[src/rtl/gene_unpack_stream.sv]
// rtl/gene_unpack_stream.sv - 2-bit nucleotide word to ASCII character stream expander
// Optional per-base character counters: define GENE_UNPACK_STATS_EN.
module gene_unpack_stream #(
    parameter int CODES_IN  = 16,
    parameter int CHARS_OUT = 4
) (
    input  logic                          clk,
    input  logic                          rst_n,
    input  logic                          in_valid,
    output logic                          in_ready,
    input  logic [2*CODES_IN-1:0]         in_data,
    input  logic                          in_last,
    input  logic [$clog2(CODES_IN+1)-1:0] in_count,
    output logic                          out_valid,
    input  logic                          out_ready,
    output logic [8*CHARS_OUT-1:0]        out_data,
    output logic [CHARS_OUT-1:0]          out_keep,
    output logic                          out_last
`ifdef GENE_UNPACK_STATS_EN
    ,
    input  logic                          stats_clr,
    output logic [31:0]                   cnt_a,
    output logic [31:0]                   cnt_c,
    output logic [31:0]                   cnt_g,
    output logic [31:0]                   cnt_t
`endif
);

    localparam int NB = CODES_IN / CHARS_OUT;
    localparam int CW = $clog2(CODES_IN + 1);
    localparam int BW = (NB > 1) ? $clog2(NB) : 1;

    typedef enum logic {EMPTY, LOADED} state_t;

    state_t                  state;
    logic [2*CODES_IN-1:0]   word_q;
    logic [CW-1:0]           n_q;
    logic                    last_q;
    logic [BW-1:0]           beat_q;

    logic [CW-1:0]           eff_n;
    int                      rem_cur;
    int                      rem_nxt;
    logic                    final_beat;
    logic                    in_hs;
    logic                    out_hs;
    logic [9*CHARS_OUT-1:0]  beat_load;
    logic [9*CHARS_OUT-1:0]  beat_next;

    function automatic logic [7:0] code2ascii(input logic [1:0] c);
        case (c)
            2'b00:   return 8'h41;
            2'b01:   return 8'h43;
            2'b10:   return 8'h47;
            default: return 8'h54;
        endcase
    endfunction

    // Returns {keep, data} for beat b of word w, with rem codes left from that beat onward.
    function automatic logic [9*CHARS_OUT-1:0] make_beat(input logic [2*CODES_IN-1:0] w,
                                                         input int rem, input int b);
        logic [8*CHARS_OUT-1:0] d;
        logic [CHARS_OUT-1:0]   k;
        d = '0;
        k = '0;
        for (int i = 0; i < CHARS_OUT; i++) begin
            if (i < rem) begin
                k[CHARS_OUT-1-i]            = 1'b1;
                d[8*(CHARS_OUT-1-i) +: 8]   = code2ascii(w[2*(CODES_IN-1-(b*CHARS_OUT+i)) +: 2]);
            end
        end
        return {k, d};
    endfunction

    always_comb begin
        eff_n = CW'(CODES_IN);
        if (in_last && in_count != '0)
            eff_n = in_count;
        rem_cur    = int'(n_q) - int'(beat_q) * CHARS_OUT;
        rem_nxt    = rem_cur - CHARS_OUT;
        final_beat = (state == LOADED) && (rem_cur <= CHARS_OUT);
        in_ready   = rst_n && ((state == EMPTY) || (final_beat && out_ready));
        in_hs      = in_valid && in_ready;
        out_hs     = out_valid && out_ready;
        beat_load  = make_beat(in_data, int'(eff_n), 0);
        beat_next  = make_beat(word_q, rem_nxt, int'(beat_q) + 1);
    end

    always_ff @(posedge clk or negedge rst_n) begin
        if (!rst_n) begin
            state     <= EMPTY;
            word_q    <= '0;
            n_q       <= '0;
            last_q    <= 1'b0;
            beat_q    <= '0;
            out_valid <= 1'b0;
            out_data  <= '0;
            out_keep  <= '0;
            out_last  <= 1'b0;
        end else if (in_hs) begin
            // A new word may replace the current one in the same cycle its final beat leaves.
            state                <= LOADED;
            word_q               <= in_data;
            n_q                  <= eff_n;
            last_q               <= in_last;
            beat_q               <= '0;
            out_valid            <= 1'b1;
            {out_keep, out_data} <= beat_load;
            out_last             <= in_last && (int'(eff_n) <= CHARS_OUT);
        end else if (out_hs) begin
            if (final_beat) begin
                state     <= EMPTY;
                beat_q    <= '0;
                out_valid <= 1'b0;
                out_data  <= '0;
                out_keep  <= '0;
                out_last  <= 1'b0;
            end else begin
                beat_q               <= beat_q + BW'(1);
                {out_keep, out_data} <= beat_next;
                out_last             <= last_q && (rem_nxt <= CHARS_OUT);
            end
        end
    end

`ifdef GENE_UNPACK_STATS_EN
    logic [31:0] add_a, add_c, add_g, add_t;

    always_comb begin
        add_a = '0;
        add_c = '0;
        add_g = '0;
        add_t = '0;
        for (int i = 0; i < CHARS_OUT; i++) begin
            if (out_keep[i]) begin
                case (out_data[8*i +: 8])
                    8'h41:   add_a = add_a + 32'd1;
                    8'h43:   add_c = add_c + 32'd1;
                    8'h47:   add_g = add_g + 32'd1;
                    default: add_t = add_t + 32'd1;
                endcase
            end
        end
    end

    always_ff @(posedge clk or negedge rst_n) begin
        if (!rst_n) begin
            cnt_a <= '0;
            cnt_c <= '0;
            cnt_g <= '0;
            cnt_t <= '0;
        end else if (stats_clr) begin
            cnt_a <= '0;
            cnt_c <= '0;
            cnt_g <= '0;
            cnt_t <= '0;
        end else if (out_hs) begin
            cnt_a <= cnt_a + add_a;
            cnt_c <= cnt_c + add_c;
            cnt_g <= cnt_g + add_g;
            cnt_t <= cnt_t + add_t;
        end
    end
`endif

endmodule

[config.mk]
export PLATFORM = sky130hd
export DESIGN_NAME = gene_unpack_stream
export DESIGN_NICKNAME = d
export VERILOG_FILES = /design/src/rtl/gene_unpack_stream.sv
export SDC_FILE = /design/constraint.sdc
export NUM_CORES = 1
export LEC_CHECK = 0
export CORE_MARGIN = 4
export CORE_UTILIZATION = 46
export DETAILED_ROUTE_END_ITERATION = 8
export PLACE_DENSITY = 0.75
export SKIP_LAST_GASP = 1
export SLEW_MARGIN = 25
export SYNTH_ARGS = -nofsm -noshare
export SYNTH_HDL_FRONTEND = slang
export SYNTH_SLANG_ARGS = --single-unit
[constraint.sdc]
create_clock -name clk -period 2.77 [get_ports clk]
set_clock_uncertainty 0.15 [all_clocks]
set_input_delay 0.554 -clock clk [delete_from_list [all_inputs] [get_ports clk]]
set_output_delay 0.554 -clock clk [all_outputs]
set_load 0.02 [all_outputs]
==> reports/metrics.cfg, run 1 <==
[synthesis]
synth_top_family_by_area = multiplexers
synth_xor_area_share_pct = 1.18
ys_ff_latch = 62
yosysWarnings = 0
ys.flop_type = dfrtp_1
synth-compound-area-share_pct = 13.3
synth_most_common_cell = dfrtp_1
yosysUniqueCellTypes = 55
synth_edf_count = 0
synth_adder_area_share_pct = 8.47
synth_top_cell_by_area = dfrtp_1
async_flop_share_pct = 100
avgSynthCellArea_um2 = 11.6
synthMuxAreaShare_pct = 14.5
syn-cell-area_mm2 = 0.00361
yosys.area_share.simple_pct = 11.3
ys_seq_area_share_pct = 43.0
synth_top_area_share_pct = 43.0
synth_cells = 310
yosys-top-cells-area = dfrtp_1 43%, mux2_1 10%, ha_1 7.6%
synth_common_cells = 62 x dfrtp_1, 33 x mux2_1, 22 x ha_1, 21 x nand2_1, 18 x inv_1

[floorplanning]
die-area_mm2 = 0.00932
placementRows = 32
chipHeight_um = 96.5
start_util_pct = 46.9
coreArea_mm2 = 0.00769
die_width_um = 96.5
io_pins = 81

[cells_and_area]
fillers = 548
design_area_mm2 = 0.00524
area_growth_pct = 45.2
nets = 485
layout-drive-gt1-share_pct = 34.0
diodes = 0

[setup_path]
cp_cell_sequence = inv_2 -> ha_4 -> inv_2 -> fa_1 -> inv_2 -> ha_4 -> or3b_4 -> a21oi_4 -> o21ai_2 -> nand2_1 -> and2_4 -> buf_6
cp-start-kind = flop
rr_worst_depth = 15
rr_endpoint = out_data[16]$_DFFE_PN0P_
required_ps = 2070
cpMostUsedCell = inv_2
worstReg2RegStart = n_q[2]$_DFFE_PN0N_
cpPeakStageDelay_ps = 480
critPathArrivalTime_ps = 2610
rrSetupSlack_ps = -460
cp-end-kind = output port
path_class = reg -> out
cp_max_fo = 2
critPathSlowestCell = fa_1

[detailed_routing]
wire_per_inst_um = 19.2
num_vias = 2918
first_pass_iters = 5
drc_errors = 0
detail-route-antenna-nets = 0
wl_um = 10100
drtIter0Drc = 195
vias_per_cell = 5.55

[placed_design]
hpwl_um = 6330
gp_congestion = 0.892
preCtsSetupSlack_ps = -726
io_buffers = 68
place_area_mm2 = 0.00448

[clock_network]
cts_buffer_depth = 2
cts_sinks = 62
cts_max_level = 3
cts_root_buffer = clkbuf_8
numCtsBuffers = 9
clock_latency_ps = 340
cts.hold.buffers_added = 0
clk_pin_slew_ps = 70
cts_tree = yes

[sta]
setup_viol = 59
fin_crit_ps = 3310
tightest_slew_ps = 769
slew-limit-headroom_pct = 47.9
slew_viol_final = 0
rsz0062_at_grt = yes
fin_setup_tns_ps = -23690
period_share_pct = 120
hold_viol_final = 0
hold_slack_ps = 140
setup_slack_ps = -540
max_freq_mhz = 302

[run_status]
status = complete, but fails checks
violations = negative setup slack

[min_path]
min-delay-path-class = in -> async

[global_route]
grt_pass1_wl_um = 15700
grt_max_degree = 45
grt.total_usage_pct = 22.7
grt_pass1_vias = 3050
overflow = 0
antenna_found_initial = 0

[power_and_ir_drop]
power.total_w = 0.00716
power_density_mw_per_mm2 = 1370
ir_worst_vdd_mv = 0.592
leakagePower_nw = 2.36

[run]
cap_violations = 0

==> area by class of cell <==
type	instances	area, um^2	share of cell area (%)
Clock buffer	11	151	2.89
Multi-Input combinational cell	220	2200	42.0
Clock inverter	4	70.1	1.34
Tap cell	102	128	2.44
Sequential cell	62	1550	29.6
Inverter	18	67.6	1.29
Timing Repair Buffer	109	1070	20.4
==> cell families (layout without fill, tap and decap cells) <==
kind of cell    after synthesis  count (layout)
xor+xnor                      4               4
mux                          43              43
fa+ha+maj                    24              24
compound gates               57              57
flops                        62              62
simple gates                 73              80
buf+inv                      46             142
other cells                   1              12
==> worst max-delay path: cells and delay by family (launching register included) <==
kind	cells	cell delay (ps)
fa+ha+maj	3	730
buf+inv	4	330
flops	1	370
simple gates	3	620
compound gates	2	220
==> power by group <==
group          switching (W)  total, W  internal [W]
Combinational        0.00223   0.00463       0.00239
Clock               0.000350  0.000898      0.000548
Sequential          0.000287   0.00164       0.00135
Total                0.00287   0.00716       0.00429
==> through the flow <==
step                instances  util [%]
floorplan                 321         -
global placement          494      58.3
detailed placement        494      58.3
CTS                       523      66.0
global route              526      68.1
finish                    526      68.1
==> cell usage in the layout, fill, tap and decap left out, types with 3 or more instances in the layout <==
cell             count
clkdlybuf4s50_1     66
dfrtp_1             62
mux2_4              34
buf_4               31
nand2_1             21
ha_1                19
inv_1               15
conb_1              12
clkbuf_8            11
nor2_1              10
nor2b_1              9
nand2_8              8
o221ai_2             7
buf_6                6
mux2i_1              5
a211oi_1             5
a211o_1              5
a21oi_1              5
o21ai_1              5
o211ai_1             5
mux4_2               4
inv_2                3
nor3_1               3
nand2b_1             3
nand3_1              3
and3_1               3
nand2_4              3
a21oi_2              3
a32oi_1              3
ha_4                 3
buf_12               3
==> sequential cells by signal (all words and copies together), names as in the netlist <==
signal    count
last_q        1
beat_q        2
n_q           5
out_last      1
out_keep      3
out_data     17
state         1
word_q       32
==> routing by layer <==
metal | vias up | routed length, um | track usage [%]
met3 | 29 | 569 | 4.11
li1 | 1322 | - | -
met5 | - | 0 | 0
met4 | 0 | 318 | 10.7
met1 | 1436 | 4070 | 28.2
met2 | 131 | 5170 | 38.1
==> worst max-delay path by stage <==
| stage | start | endpoint | slack (ps) |
|---|---|---|---|
| final | n_q[2]$_DFFE_PN0N_ | in_ready | -540 |
| after global routing | n_q[2]$_DFFE_PN0N_ | in_ready | -650 |
| after CTS | n_q[2]$_DFFE_PN0N_ | in_ready | -590 |
| after detailed placement | n_q[2]$_DFFE_PN0N_ | in_ready | -730 |
| after global placement | n_q[2]$_DFFE_PN0N_ | in_ready | -620 |
| after floorplan | n_q[2]$_DFFE_PN0N_ | word_q[0]$_DFFE_PN0N_ | -120 |
==> timing repair <==
item,CTS,global route
setup buffers,7,4
cloned,7,0
pin swaps,12,17
gates resized for setup,55,26
setup endpoints to repair,60,62
No activity file was read; power rests on OpenSTA's default activity.
==> inputs of run 2 (changes only) <==
Settings changed: CAP_MARGIN set to 40, CTS_CLUSTER_DIAMETER set to 150, RECOVER_POWER set to 100.
==> reports/metrics.cfg, run 2 (synthesized netlist as in run 1, its figures left out) <==
[setup_path]
critPathSlowestCell = fa_1  ; unchanged
cp.buffers_inverters = 4  ; unchanged
cp-start-kind = flop  ; unchanged
cp-end-kind = output port  ; unchanged
cp_cell_sequence = inv_2 -> ha_4 -> inv_2 -> fa_1 -> inv_2 -> ha_4 -> or3b_4 -> a21oi_4 -> o21ai_2 -> nand2_1 -> and2_4 -> buf_6  ; unchanged
rrSetupSlack_ps = -470  ; was -460 ps
rr_worst_depth = 15  ; unchanged
critPathTopFamily = adder cells  ; unchanged
worstReg2RegStart = n_q[2]$_DFFE_PN0N_  ; unchanged
cpMostUsedCell = inv_2  ; unchanged
path_class = reg -> out  ; unchanged
required_ps = 2070  ; about the same
critPathArrivalTime_ps = 2610  ; about the same
cp_max_fo = 2  ; unchanged
rr_endpoint = out_data[16]$_DFFE_PN0P_  ; unchanged
cpPeakStageDelay_ps = 480  ; about the same

[sta]
fin_setup_tns_ps = -23740  ; was -23690 ps
rsz0062_at_grt = yes  ; unchanged
slew_viol_final = 0  ; unchanged
setup_viol = 59  ; unchanged
setup_slack_ps = -539  ; was -540 ps
slew-limit-headroom_pct = 48.1  ; was 47.9%
hold_viol_final = 0  ; unchanged
max_freq_mhz = 302  ; about the same
hold_slack_ps = 143  ; was 140 ps
period_share_pct = 119  ; was 120%
fin_crit_ps = 3310  ; about the same
tightest_slew_ps = 767  ; was 769 ps

[floorplanning]
die_width_um = 96.5  ; unchanged
chipHeight_um = 96.5  ; unchanged
placementRows = 32  ; unchanged
start_util_pct = 46.9  ; unchanged
io_pins = 81  ; unchanged
coreArea_mm2 = 0.00769  ; unchanged
die-area_mm2 = 0.00932  ; unchanged

[placed_design]
placed_cells = 494  ; unchanged
preCtsSetupSlack_ps = -726  ; unchanged
hpwl_um = 6330  ; unchanged
io_buffers = 68  ; unchanged
gp_congestion = 0.892  ; unchanged

[cells_and_area]
layout_commonest_cell = dfrtp_1  ; was clkdlybuf4s50_1
area_growth_pct = 45.2  ; unchanged
top_register = word_q  ; unchanged
layout-drive-gt1-share_pct = 34.0  ; unchanged
largest_reg_flops = 32  ; unchanged
fillers = 548  ; unchanged
fin_cells = 526  ; unchanged
nets = 485  ; unchanged
top_regs = word_q x32, out_data x17, n_q x5  ; unchanged
diodes = 0  ; unchanged
layout_common_cells = 62 x dfrtp_1, 41 x clkdlybuf4s50_1, 34 x mux2_4  ; was 66 x clkdlybuf4s50_1, 62 x dfrtp_1, 34 x mux2_4

[global_route]
grt.total_usage_pct = 22.7  ; unchanged
grt_max_degree = 45  ; unchanged
grt_pass1_vias = 3050  ; unchanged
antenna_found_initial = 0  ; unchanged
overflow = 0  ; unchanged
grt_pass1_wl_um = 15700  ; unchanged

[power_and_ir_drop]
leakagePower_nw = 2.40  ; was 2.36 nW
power.total_w = 0.00709  ; was 0.00716 W
ir_worst_vdd_mv = 0.590  ; was 0.592 mV
power_density_mw_per_mm2 = 1350  ; was 1370 mW/mm^2

[detailed_routing]
vias_per_cell = 5.49  ; was 5.55
detail-route-antenna-nets = 0  ; unchanged
wire_per_inst_um = 19.2  ; about the same
first_pass_iters = 4  ; was 5
drtIter0Drc = 164  ; was 195
drc_errors = 0  ; unchanged
num_vias = 2889  ; was 2918
wl_um = 10100  ; about the same

[clock_network]
cts_root_buffer = clkbuf_8  ; unchanged
cts_max_level = 3  ; unchanged
cts_buffer_depth = 2  ; unchanged
clock_latency_ps = 340  ; about the same
cts.hold.buffers_added = 0  ; unchanged
cts_sinks = 62  ; unchanged
numCtsBuffers = 9  ; unchanged
clk_pin_slew_ps = 70  ; about the same
cts_tree = yes  ; unchanged

[run_status]
status = complete, but fails checks  ; unchanged
violations = negative setup slack  ; unchanged

[min_path]
min-delay-path-class = in -> async  ; unchanged

[run]
cap_violations = 0  ; unchanged

[run 2: cell count changes in the layout (fill, tap and decap cells not counted)]
cell             change
dlygate4sd3_1       +25
clkdlybuf4s50_1     -25
[run 2: worst max-delay path by stage]
| stage | startpoint | depth (start not counted) | end |
|---|---|---|---|
| 5_1_grt | n_q[2]$_DFFE_PN0N_ | 12 | in_ready |
| 4_1_cts | n_q[2]$_DFFE_PN0N_ | 12 | in_ready |
| 3_3_place_gp | n_q[2]$_DFFE_PN0N_ | 12 | in_ready |
| 2_1_floorplan | n_q[2]$_DFFE_PN0N_ | 11 | word_q[0]$_DFFE_PN0N_ |
| 6_report | n_q[2]$_DFFE_PN0N_ | 12 | in_ready |
| 3_5_place_dp | n_q[2]$_DFFE_PN0N_ | 12 | in_ready |
[run 2: metrics by stage]
step,area (um^2),utilization [%]
CTS,5080,66.0
finish,5240,68.1
global placement,4480,58.3
detailed placement,4480,58.3
global route,5240,68.1
floorplan,3670,-
[run 2: per-layer routing]
layer  wire, um  GRT usage (%)  vias to the layer above
met3        608           4.11                       25
met1       4010           28.2                     1416
met5          0              0                        -
met4        311           10.7                        0
met2       5150           38.1                      124
li1           -              -                     1324
[run 2: final cells by class]
| cell class | instances | area (um^2) | area share [%] |
|---|---|---|---|
| Multi-Input combinational cell | 220 | 2200 | 42.0 |
| Sequential cell | 62 | 1550 | 29.6 |
| Timing Repair Buffer | 109 | 1070 | 20.4 |
| Clock buffer | 11 | 151 | 2.89 |
| Tap cell | 102 | 128 | 2.44 |
| Clock inverter | 4 | 70.1 | 1.34 |
| Inverter | 18 | 67.6 | 1.29 |
[run 2: timing repair]
action,in CTS,in global routing
pin swaps,12,17
buffers inserted,7,4
gates resized for setup,55,26
setup endpoints to repair,60,62
cloned,7,0
[run 2: where the power goes]
part,switching (W),internal (W),total [W]
logic,0.00223,0.00234,0.00457
registers,0.000279,0.00135,0.00163
clock network,0.000348,0.000548,0.000896
total,0.00286,0.00424,0.00709
[run 2: worst reg2reg max path: cells and delay by family, from the launching register on]
kind,cells,cell delay [ps]
AND/OR/NAND/NOR,3,580
AO/OA/AOI/OAI,2,540
buffers and inverters,7,790
adder cells (fa/ha/maj),3,740
flip-flops,1,370
